## src/rtl/countdown_loader.sv

```systemverilog
// countdown_loader: queues countdown requests in a small FIFO and sequences the 4-bit counter stage.
// Optional abort/flush port is enabled by defining COUNTDOWN_LOADER_ABORT_EN.
module countdown_loader #(
    parameter int unsigned PRESCALE   = 4,
    parameter int unsigned FIFO_DEPTH = 4
) (
    input  logic       clock,
    input  logic       reset,
`ifdef COUNTDOWN_LOADER_ABORT_EN
    input  logic       abort,
`endif
    input  logic       req_valid,
    input  logic [3:0] req_value,
    output logic       req_ready,
    output logic       latch,
    output logic [3:0] load_value,
    output logic       dec,
    input  logic       zero,
    output logic       busy,
    output logic       done
);

    localparam int unsigned VAL_W = 4;
    localparam int unsigned AW    = $clog2(FIFO_DEPTH);
    localparam int unsigned PW    = AW + 1;
    localparam int unsigned CNT_W = (PRESCALE > 1) ? $clog2(PRESCALE) : 1;
    localparam logic [CNT_W-1:0] CNT_LAST = CNT_W'(PRESCALE - 1);

    typedef enum logic [1:0] {
        S_IDLE = 2'd0,
        S_LOAD = 2'd1,
        S_RUN  = 2'd2,
        S_DONE = 2'd3
    } state_e;

    state_e            state_q, state_d;
    logic [PW-1:0]     wr_ptr_q, wr_ptr_d;
    logic [PW-1:0]     rd_ptr_q, rd_ptr_d;
    logic [VAL_W-1:0]  mem_q [FIFO_DEPTH];
    logic [VAL_W-1:0]  mem_d [FIFO_DEPTH];
    logic [CNT_W-1:0]  pcnt_q, pcnt_d;
    logic              latch_q, latch_d;
    logic [VAL_W-1:0]  load_value_q, load_value_d;
    logic              busy_q, busy_d;
    logic              done_q, done_d;

    logic              full_c;
    logic              empty_c;
    logic              push_c;
    logic              pop_c;
    logic              dec_c;
    logic [VAL_W-1:0]  head_c;

    // FIFO status from pointers; the extra wrap bit separates full from empty
    always_comb begin
        full_c  = (wr_ptr_q[AW] != rd_ptr_q[AW]) && (wr_ptr_q[AW-1:0] == rd_ptr_q[AW-1:0]);
        empty_c = (wr_ptr_q == rd_ptr_q);
        push_c  = req_valid && !full_c;
        pop_c   = (state_q == S_LOAD) && !empty_c;
        head_c  = mem_q[rd_ptr_q[AW-1:0]];
    end

    // Next state, FIFO update, prescaler and registered outputs
    always_comb begin
        state_d      = state_q;
        wr_ptr_d     = wr_ptr_q;
        rd_ptr_d     = rd_ptr_q;
        mem_d        = mem_q;
        pcnt_d       = pcnt_q;
        load_value_d = load_value_q;
        latch_d      = 1'b0;
        dec_c        = 1'b0;

        if (push_c) begin
            mem_d[wr_ptr_q[AW-1:0]] = req_value;
            wr_ptr_d                = wr_ptr_q + PW'(1);
        end
        if (pop_c) begin
            rd_ptr_d = rd_ptr_q + PW'(1);
        end

        case (state_q)
            S_IDLE: begin
                if (!empty_c) begin
                    state_d      = S_LOAD;
                    latch_d      = 1'b1;
                    load_value_d = head_c;
                end
            end
            S_LOAD: begin
                state_d = S_RUN;
                pcnt_d  = '0;
            end
            S_RUN: begin
                if (zero) begin
                    state_d = S_DONE;
                end else begin
                    dec_c  = (pcnt_q == CNT_LAST);
                    pcnt_d = dec_c ? '0 : pcnt_q + CNT_W'(1);
                end
            end
            S_DONE: begin
                state_d = S_IDLE;
            end
            default: begin
                state_d = S_IDLE;
            end
        endcase

`ifdef COUNTDOWN_LOADER_ABORT_EN
        // Abort wins over everything, including a same-cycle push
        if (abort) begin
            state_d      = S_IDLE;
            wr_ptr_d     = '0;
            rd_ptr_d     = '0;
            pcnt_d       = '0;
            latch_d      = 1'b1;
            load_value_d = '0;
        end
`endif

        busy_d = (state_d != S_IDLE);
        done_d = (state_d == S_DONE);
    end

    always_ff @(posedge clock or posedge reset) begin
        if (reset) begin
            state_q      <= S_IDLE;
            wr_ptr_q     <= '0;
            rd_ptr_q     <= '0;
            mem_q        <= '{default: '0};
            pcnt_q       <= '0;
            latch_q      <= 1'b0;
            load_value_q <= '0;
            busy_q       <= 1'b0;
            done_q       <= 1'b0;
        end else begin
            state_q      <= state_d;
            wr_ptr_q     <= wr_ptr_d;
            rd_ptr_q     <= rd_ptr_d;
            mem_q        <= mem_d;
            pcnt_q       <= pcnt_d;
            latch_q      <= latch_d;
            load_value_q <= load_value_d;
            busy_q       <= busy_d;
            done_q       <= done_d;
        end
    end

    // dec must see the live zero input so it never fires on an expired count
    assign dec        = dec_c;
    assign req_ready  = !full_c;
    assign latch      = latch_q;
    assign load_value = load_value_q;
    assign busy       = busy_q;
    assign done       = done_q;

endmodule

```

## config.mk

```make
export PLATFORM = sky130hd
export DESIGN_NAME = countdown_loader
export DESIGN_NICKNAME = d
export VERILOG_FILES = /design/src/rtl/countdown_loader.sv
export SDC_FILE = /design/constraint.sdc
export NUM_CORES = 1
export LEC_CHECK = 0
export ABC_CLOCK_PERIOD_IN_PS = 1910
export CORE_MARGIN = 1
export CORE_UTILIZATION = 60
export CTS_BUF_LIST = sky130_fd_sc_hd__clkbuf_16
export DETAILED_ROUTE_END_ITERATION = 12
export DONT_BUFFER_PORTS = 1
export PLACE_DENSITY = 0.76
export REMOVE_ABC_BUFFERS = 1
export SYNTH_ARGS = -nofsm -noshare
export SYNTH_HDL_FRONTEND = slang
export SYNTH_SLANG_ARGS = --single-unit
```

## constraint.sdc

```tcl
create_clock -name clock -period 1.91 [get_ports clock]
set_clock_uncertainty 0.2 [all_clocks]
set_input_delay 0.4775 -clock clock [delete_from_list [all_inputs] [get_ports clock]]
set_output_delay 0.4775 -clock clock [all_outputs]
set_load 0.02 [all_outputs]
```

**Word-level counts from Yosys, hierarchy flattened**

Cells that the tools add are included.

- Add/sub/neg operators: 3
- Reductions and logical operators: 11
- Bitwise operators: 3
- Magnitude comparators: 3
- Equality and inequality tests: 9
- Mux-type cells: 16

Operators with widths:

| operator | count |
|---|---|
| bitwise mux 16 bit | 1 |
| 2-to-1 mux 4 bit | 3 |
| binary-select mux 4 bit (select 2 bit) | 1 |
| demux 4 bit (select 2 bit) | 1 |
| == test 2 bit (second input constant) | 4 |
| 2-to-1 mux 2 bit | 4 |
| case mux 2 bit (4 select lines) | 1 |
| adder 3 x 1 -> 3 bit (second input constant) | 2 |
| greater-or-equal comparator 3 bit (second input constant) | 2 |
| NOT 2 -> 3 bit | 2 |
| logical AND 1 bit | 4 |
| 2-to-1 mux 1 bit | 4 |
| case mux 2 bit (2 select lines) | 1 |
| AND reduction 2 bit | 2 |
| nonzero test 2 bit | 2 |
| == test 3 bit | 1 |
| < comparator 3 x 1 -> 1 bit (second input constant) | 1 |
| adder 2 x 1 -> 2 bit (second input constant) | 1 |
| == test 2 x 1 -> 1 bit (second input constant) | 1 |
| == test 2 bit | 1 |
| zero test 1 bit | 2 |
| zero test 2 bit | 1 |
| inequality test 2 bit (second input constant) | 1 |
| inequality test 1 bit | 1 |
| NOT 1 bit | 1 |

- Output and inout port bits: 9
- Word-level logic and storage cells: 57
- Flip-flop bits (word level): 33

**Depth between registers and ports, before layout**

Gate-level depths: netlist (run 1).

- Word-level depth: 6
- Gate-level depth with buffers: 5
- Depth with buffers taken out: 5

**Least setup slack after synthesis (run 1)**

No wires, ideal clock.

- Kind: flip-flop to output port
- Start point: register rd_ptr_q[0]
- End point: output req_ready
- Required time: 1.232 ns
- Data arrival time: 1.146 ns
- Buffers on the path: 1
- Cell stages (with the launch flop): 4
- Path slack: 0.087 ns
- Cells stage by stage: dfrtp_1 -> buf_2 -> xnor2_2 -> nand3_1

- Cells in the longest elaborated chain, start to end: 3

RTL lines:

| item | RTL line | source |
|---|---|---|
| start: declaration | 38 | `logic [PW-1:0] rd_ptr_q, rd_ptr_d;` |
| start signal: assignment | 140 | `rd_ptr_q <= rd_ptr_d;` |
| == test 2 bit | 56 | `full_c = (wr_ptr_q[AW] != rd_ptr_q[AW]) && (wr_ptr_q[AW-1:0] == rd_ptr_q[AW-1:0]);` |
| logical AND 1 bit | 56 |  |
| zero test 1 bit | 152 | `assign req_ready = !full_c;` |
| end: declaration | 14 | `output logic req_ready,` |

No other way between the ends.

**Worst setup path in the final report (run 1)**

- Start point: register state_q[0]
- End point: output dec

- Cells in the longest elaborated chain, start to end: 2

RTL lines:

| item | RTL line | source |
|---|---|---|
| start: declaration | 36 | `state_e state_q, state_d;` |
| start signal: assignment | 138 | `state_q <= state_d;` |
| == test 2 bit | 82 | `case (state_q)` |
| 2-to-1 mux 1 bit | 82 |  |
| end: declaration | 17 | `output logic dec,` |

No other way between the ends.

==> results of run 1 <==
## cell usage in the layout, fill, tap and decap left out, drive strengths merged, types with 2 or more instances in the layout
| cell | count |
|---|---|
| nor4 | 2 |
| mux2 | 22 |
| xnor2 | 5 |
| nor3 | 2 |
| ha | 10 |
| o31ai | 3 |
| nor2 | 2 |
| a31oi | 4 |
| a22o | 2 |
| clkinv | 2 |
| clkbuf | 5 |
| dfrtp | 33 |
| nand2 | 4 |
| buf | 16 |
| mux4 | 4 |
| xor2 | 4 |
| inv | 10 |
## cell type report
cell class | instances | area, um2
clock buffer | 5 | 125
multi-input combinational | 71 | 861
clock inverter | 3 | 13.8
inverter | 9 | 33.8
fill | 132 | 510
tap | 30 | 37.5
timing repair buffer | 17 | 134
sequential | 33 | 830
## logic make-up (layout without fill, tap and decap cells)
logic type,Yosys count,in the layout
flops,33,33
mux,26,26
simple gates,14,14
compound gates,12,12
buf+inv,11,34
fa+ha+maj,10,10
xor+xnor,9,9
## registers in the layout (all words and copies together) (netlist names)
register / flops
done: 1
rd_ptr_q: 3
state_q: 2
load_value: 4
latch: 1
mem_q: 16
wr_ptr_q: 3
pcnt_q: 2
busy: 1
## worst max-delay path: stages, from the launching register on
cell and delay [ps]:
dfrtp_1 390, inv_2 100, ha_4 140, nor2b_4 140
and2_4 180
## metrics by stage
stage | setup WS, ps | setup TNS, ps | hold slack [ps]
after detailed placement | 45.2 | 0 | 196
final | 10.7 | 0 | 151
after floorplan | 90.1 | 0 | 270
after CTS | 10.1 | 0 | 148
after global routing | -15.0 | -15.0 | 145
after global placement | 90.1 | 0 | 176
## final timing paths
path,slack (ps),to,depth (start not counted)
setup / recovery,10,dec,4
hold / removal,150,mem_q[12],1
setup reg to reg,40,load_value[3],3
hold reg to reg,300,mem_q[7],1
max in group asynchronous,520,load_value[2],3
min in group asynchronous,450,mem_q[7],2
## report_power, final
part / switching (mW) / internal (mW)
Sequential: 0.387 / 1.07
Combinational: 1.01 / 1.10
Clock: 0.278 / 0.472
Total: 1.67 / 2.64
## metal layers
layer / vias up / part of all wire [%] / GRT usage, %
li1: 454 / - / -
met1: 500 / 46 / 31.3
met2: 19 / 49 / 37.8
met3: 7 / 3.8 / 8.89
met4: 0 / 1.6 / 10.3
met5: - / 0 / 0
## repair_timing
action,in CTS,in global routing
setup buffers,5,5
setup endpoints to repair,2,14
gates resized for setup,14,4
pin swaps,5,1
hold endpoints to repair,10,0
gates cloned,0,0
hold buffers,1,0
==> impl_metrics.json, run 1 <==
{
  "fin_util_pct": 79.9,
  "core-area_um2": 2540,
  "worstSkewPairLatency_ps": 280,
  "antenna_found_initial": 0,
  "grt.overflow.total": 0,
  "fin_cells": 168,
  "grt_max_degree": 14,
  "clock-sinks": 33,
  "design.final.nets": 155,
  "start_util_pct": 64.8,
  "cp.arrival_ps": 1220,
  "diodes": 0,
  "synth-simple-area-share_pct": 4.17,
  "io_buffers": 0,
  "critPathKind": "reg -> out",
  "place_area_um2": 1720,
  "design_area_um2": 2030,
  "vias": 980,
  "synth-edff-count": 0,
  "fin_total_pwr_mw": 4.32,
  "leakagePower_nw": 0.888,
  "cts-root-buf": "clkbuf_16",
  "cts_made_buffers": 5,
  "yosysTopAreaCell": "dfrtp_1",
  "place.gp.congestion": 0.720,
  "yosysWarnings": 0,
  "synth_top_family_by_area": "multiplexers",
  "fmax_ghz": 0.527,
  "drv_slew": 0,
  "die_w_um": 54.4,
  "r2r-start": "wr_ptr_q[0]",
  "drc": 0,
  "grt_pass1_vias": 1022,
  "min_period_ps": 1900,
  "synth_xor_area_share_pct": 6.83,
  "synth_area_um2": 1650,
  "dp_cells": 149,
  "crit_required_ps": 1230,
  "setup_viol": 0,
  "synth_area_leaders": "dfrtp_1 (50%), mux2_2 (15%), ha_1 (7.6%)",
  "drive_gt1_share_pct": 48.6,
  "grt_pass1_wl_mm": 4.79,
  "synth_sequential_area_ratio_pct": 50.1,
  "cts_max_path_buffers": 2,
  "clkSlewWorstSetupHoldPaths_ps": 50,
  "area_growth_pct": 23.4,
  "io_pins": 17,
  "synth.avg_cell_area_um2": 14.3,
  "synth_flop_cell": "dfrtp_1",
  "synthMuxAreaShare_pct": 20.5,
  "netlist_instances": 115,
  "drv_cap": 0,
  "h-tree-depth": 2,
  "via_per_inst": 5.83,
  "drtPass1Iterations": 4,
  "critical_path.max_fanout": 3,
  "ir_drop_v": 0.00161,
  "antenna_left": 0,
  "synth_compound_area_share_pct": 8.19,
  "netlist.area_leader.share_pct": 50.1,
  "grtUsageTotal_pct": 24.6,
  "synth.distinct_cells": 26,
  "die_h_um": 54.4,
  "routed_wl_mm": 3.07,
  "die_area_um2": 2960,
  "synth.most_common_cell": "dfrtp_1",
  "dp_hpwl_mm": 2.07,
  "start_kind": "register",
  "outcome": "finished clean",
  "post_drt_wl_per_cell_um": 18.3,
  "max_slew_margin_pct": 65.7,
  "tightest_slew_ps": 513,
  "synth-async-reset-ratio_pct": 100,
  "drt_iter0_markers": 20,
  "crit_path_start": "state_q[0]",
  "synthTopCellsByCount": "dfrtp_1 (33), mux2_2 (22), ha_1 (10)",
  "yosys.area_share.adder_pct": 7.59,
  "cts_tree": "yes",
  "hold_class": "in -> reg",
  "hp-start": "req_value[0]",
  "fp-row-count": 18,
  "power_per_cell_area_nw_per_um2": 2120,
  "finalHoldViolations": 0,
  "fin_crit_sh_pct": 99.4,
  "cp-end-kind": "output port",
  "ys_ff_latch": 33
}
(Power assumes the default switching activity.)
==> inputs of run 2 (changes only) <==
Settings changed: ABC_AREA set to 0.
==> results of run 2 <==
The final DEF is identical to that of run 1; final timing and power are the same.
==> inputs of run 3 (changes only) <==
Settings changed: CELL_PAD_IN_SITES_DETAIL_PLACEMENT set to 1, CELL_PAD_IN_SITES_GLOBAL_PLACEMENT set to 2, CORE_UTILIZATION 60 to 44, PLACE_DENSITY 0.76 to unset, PLACE_DENSITY_LB_ADDON set to 0.1.
==> run 3 against run 2 <==
Against the previous run: fmax increased by 1.5%; first-iteration DRC count decreased by 5.0%; critical path depth unchanged; sequential power about the same; final cell count increased by 8.3%; design area increased by 1.4%; worst hold slack got worse by 3.8 ps; critical endpoint unchanged; die area increased by 35%; critical path type unchanged; combinational power decreased by 2%; via count decreased by 2.0%; flip-flop and latch count unchanged; non-clock buffer count decreased by 2.
==> impl_metrics.json, run 3 (synthesized netlist as in run 1, its figures left out) <==
{
  "drtPass1Iterations": 3,
  "max_slew_margin_pct": 65.8,
  "design_area_um2": 2060,
  "largest_reg_flops": 16,
  "fin_cells": 182,
  "critPathKind": "reg -> out",
  "power_per_cell_area_nw_per_um2": 2080,
  "grtUsageTotal_pct": 20.0,
  "dp_cells": 167,
  "via_per_inst": 5.27,
  "drt_iter0_markers": 19,
  "timing.setup.tns_ps": 0,
  "rsz0062_at_grt": "yes",
  "rrSetupSlack_ps": 40,
  "antenna_found_initial": 0,
  "intPower_mw": 2.65,
  "pwr-share-clk_pct": 17.6,
  "place_worst_setup_slack_ps": 19.2,
  "seq_power_share_pct": 34.1,
  "fp-row-count": 21,
  "area_growth_pct": 25.0,
  "nFillCells": 348,
  "diodes": 0,
  "setup_viol": 0,
  "min_period_ps": 1870,
  "grt_pass1_vias": 1076,
  "fin_crit_sh_pct": 98.0,
  "drive_gt1_share_pct": 52.2,
  "antenna_left": 0,
  "die_w_um": 63.2,
  "pwr-share-comb_pct": 48.3,
  "die_h_um": 63.2,
  "drv_cap": 0,
  "io_buffers": 0,
  "routed_wl_mm": 3.30,
  "ir_drop_v": 0.000800,
  "cts_max_path_buffers": 2,
  "outcome": "finished clean",
  "tightest_slew_ps": 513,
  "place_area_um2": 1770,
  "clkSlewWorstSetupHoldPaths_ps": 50,
  "cp-end-kind": "output port",
  "p_sw_share_pct": 38.2,
  "cts-root-buf": "clkbuf_16",
  "setup_slack_ps": 38.5,
  "dp_hpwl_mm": 2.19,
  "grt_max_degree": 23,
  "critical_path.max_fanout": 3,
  "start_kind": "register",
  "hold_class": "in -> reg",
  "grt.overflow.total": 0,
  "crit_required_ps": 1230,
  "vias": 960,
  "final_common_cell": "dfrtp_1",
  "clock-sinks": 33,
  "finalHoldViolations": 0,
  "drc": 0,
  "design.final.nets": 153,
  "leakagePower_nw": 0.890,
  "core-area_um2": 3470,
  "cts_made_buffers": 5,
  "post_drt_wl_per_cell_um": 18.1,
  "cts_tree": "yes",
  "start_util_pct": 47.5,
  "fmax_ghz": 0.534,
  "regMostFlops": "mem_q",
  "fin_util_pct": 59.5,
  "cp.arrival_ps": 1190,
  "worstSkewPairLatency_ps": 270,
  "grt_pass1_wl_mm": 5.72,
  "place.gp.congestion": 0.743,
  "drv_slew": 0,
  "switchingPower_mw": 1.64,
  "h-tree-depth": 2,
  "mostFrequentLayoutCells": "dfrtp_1 (28), mux2_2 (19), buf_4 (11)",
  "io_pins": 17,
  "die_area_um2": 4000
}
==> run 3: metrics by stage <==
stage	hold WS [ps]	power, mW
floorplan	270	2.70
global placement	201	3.04
detailed placement	229	3.14
CTS	144	4.23
global route	142	4.59
finish	147	4.28
==> run 3: what timing repair did <==
action                                  CTS  global route
hold buffers                              1             0
hold endpoints to repair                 11             0
buffers inserted                          5             1
endpoints found under the setup margin    2            16
pin swaps                                 5             1
gates resized for setup                  14            13
==> run 3: layout make-up <==
cell class	instances	area [um2]	share of cell area, %
multi-input cells	71	862	41.8
repair buffers	15	135	6.55
well taps	46	57.6	2.79
clock inverters	3	13.8	0.667
flip-flops and latches	33	832	40.4
inverters	9	36.3	1.76
clock buffers	5	125	6.07
==> run 3: routing by layer <==
| layer | global-route usage, % | up-vias | share of wire (%) |
|---|---|---|---|
| li1 | - | 448 | - |
| met3 | 5.80 | 6 | 3.5 |
| met4 | 9.38 | 0 | 2.2 |
| met2 | 31.3 | 16 | 50 |
| met1 | 25.4 | 490 | 44 |
| met5 | 0 | - | 0 |
==> run 3: worst paths after layout <==
path | from | end | depth (start not counted)
min | req_value[1] | mem_q[13] | 1
min reg2reg | mem_q[1] | mem_q[1] | 1
max reg2reg | wr_ptr_q[2] | rd_ptr_q[1] | 4
max | state_q[0] | dec | 4
min in group asynchronous | reset | mem_q[3] | 2
max in group asynchronous | reset | rd_ptr_q[0] | 3
==> run 3: power groups by stage <==
stage               sequential (mW)  clock (mW)  combinational (mW)
floorplan                      1.40           0                1.30
global placement               1.39           0                1.65
detailed placement             1.42           0                1.71
CTS                            1.46       0.778                1.99
global route                   1.51       0.807                2.26
finish                         1.46       0.755                2.07
==> run 3: worst max-delay path: stages, from the launching register on <==
cell and delay (ps):
dfrtp_1 390, inv_2 80, ha_4 140, nor2b_4 140, and2_4 180
==> RTL edit (flow settings as in run 2) <==
Change the parameter `FIFO_DEPTH` from 4 to 2.
--- a/src/rtl/countdown_loader.sv
+++ b/src/rtl/countdown_loader.sv
@@ -3,5 +3,5 @@
 module countdown_loader #(
     parameter int unsigned PRESCALE   = 4,
-    parameter int unsigned FIFO_DEPTH = 4
+    parameter int unsigned FIFO_DEPTH = 2
 ) (
     input  logic       clock,
Formal check against the unedited RTL: not equivalent (Yosys sat finds a counterexample within 4 cycles, from zero or initial values and one cycle with reset high).
==> RTL edit against run 2 <==
- register-to-register slack improved by 0.09 ns
- worst setup slack improved by 0.070 ns
- critical path depth decreased by 2
- sequential cell count decreased by 10
- non-clock buffer count decreased by 12
- sequential power decreased by 30%
- wire length decreased by 47%
- design area decreased by 43%
- total power decreased by 45%
- area after synthesis decreased by 38%
- worst hold slack got worse by 0.033 ns
- fmax increased by 3.8%
- count of clock-buffer cells in the layout decreased by 2
- cell count decreased by 40%
- highest routed layer unchanged
==> RTL edit: results <==
{
  "wl_met3_um": 50,
  "clkLatencyLatePin_ns": 0.25,
  "dp.cells": 95,
  "synthTopCellsByCount": "23 x dfrtp_1, 16 x mux2_2, 4 x a21oi_1, 4 x a22o_1",
  "synth_fa_ha_area_share_pct": 1.23,
  "grt_pass1_wl_um": 2790,
  "route.met2.wl_um": 877,
  "setup.worst_path.start": "rd_ptr_q[1]",
  "ys_types": 22,
  "grt_pass1_vias": 634,
  "final_net_count": 94,
  "grt_use_total_pct": 20.3,
  "postSynthCellCount": 76,
  "use_met3_pct": 3.83,
  "synth-compound-area-share_pct": 9.93,
  "powerDensity_nw_per_um2": 2050,
  "cts.path.max_buffers": 2,
  "cts-htree-levels": 1,
  "ir_drop_uv": 1200,
  "use_met2_pct": 35.2,
  "leakage_nw": 0.537,
  "largest_reg_flops": 8,
  "dr.pass1.iters": 2,
  "synthTopCellsByArea": "dfrtp_1 56%, mux2_2 18%, a22o_1 3.4%",
  "viasPerCell": 6.05,
  "grt_max_degree": 24,
  "synth_xor_area_share_pct": 4.17,
  "post-place-ws_ns": 0.131,
  "postCtsSetupRepairBufs": 0,
  "synthMuxAreaShare_pct": 20.6,
  "cts_resized": 2,
  "grt_util_met1_pct": 24.9,
  "gp_congestion": 0.766,
  "outcome": "completed",
  "yosysSeqAreaShare_pct": 56.4,
  "place_area_um2": 1070,
  "hpwl_um": 1100,
  "arrival_ns": 1.15,
  "final_cells": 100,
  "crit_path_max_fanout": 4,
  "drt-initial-drc-count": 3,
  "wire_per_inst_um": 16.3,
  "cts_buffers": 3
}
-- RTL edit: cell count changes in the layout (fill, tap and decap cells not counted), moves of 3 or more --
| cell | change |
|---|---|
| ha_1 | -8 |
| mux2i_1 | +3 |
| inv_1 | -5 |
| or2_2 | +3 |
| dfrtp_1 | -8 |
| a21oi_1 | +3 |
| a31oi_4 | -4 |
| buf_4 | -11 |
| xnor2_1 | -3 |
| mux4_2 | -4 |
| mux2_2 | -6 |
-- RTL edit: cells by family (layout without fill, tap and decap cells) --
| family | after synthesis | count (layout) |
|---|---|---|
| DFF | 23 | 23 |
| buffers and inverters | 4 | 12 |
| muxes | 19 | 19 |
| xor gates and xnor gates | 4 | 4 |
| AOI/OAI and AO/OA | 13 | 13 |
| adders and majority gates | 1 | 1 |
| and+or+nand+nor | 12 | 12 |
-- RTL edit: layout make-up --
class	count	area (um2)
Inverter	3	11.3
Sequential cell	23	577
Fill cell	99	377
Timing Repair Buffer	5	40.0
Clock inverter	1	3.75
Multi-Input combinational cell	49	438
Tap cell	16	20.0
Clock buffer	3	75.1
-- RTL edit: power by group --
| part | internal (mW) | switching [mW] | leakage, nW |
|---|---|---|---|
| clock network | 0.279 | 0.152 | 0.0423 |
| registers | 0.734 | 0.291 | 0.275 |
| logic | 0.516 | 0.414 | 0.220 |
-- RTL edit: worst min path at each step --
stage                    from           to  slack [ns]  cells past startpoint
finish              req_valid  wr_ptr_q[0]        0.12                      1
global route        req_valid  wr_ptr_q[0]        0.12                      1
CTS                 req_valid  wr_ptr_q[0]        0.12                      1
detailed placement      reset   state_q[1]        0.22                      2
global placement        reset        latch        0.22                      2
floorplan            mem_q[0]     mem_q[0]        0.27                      1
-- RTL edit: critical path, stage by stage, from the launching register on --
cell,delay [ns]
dfrtp_1,0.44
xor2_1,0.26
nand2_1,0.20
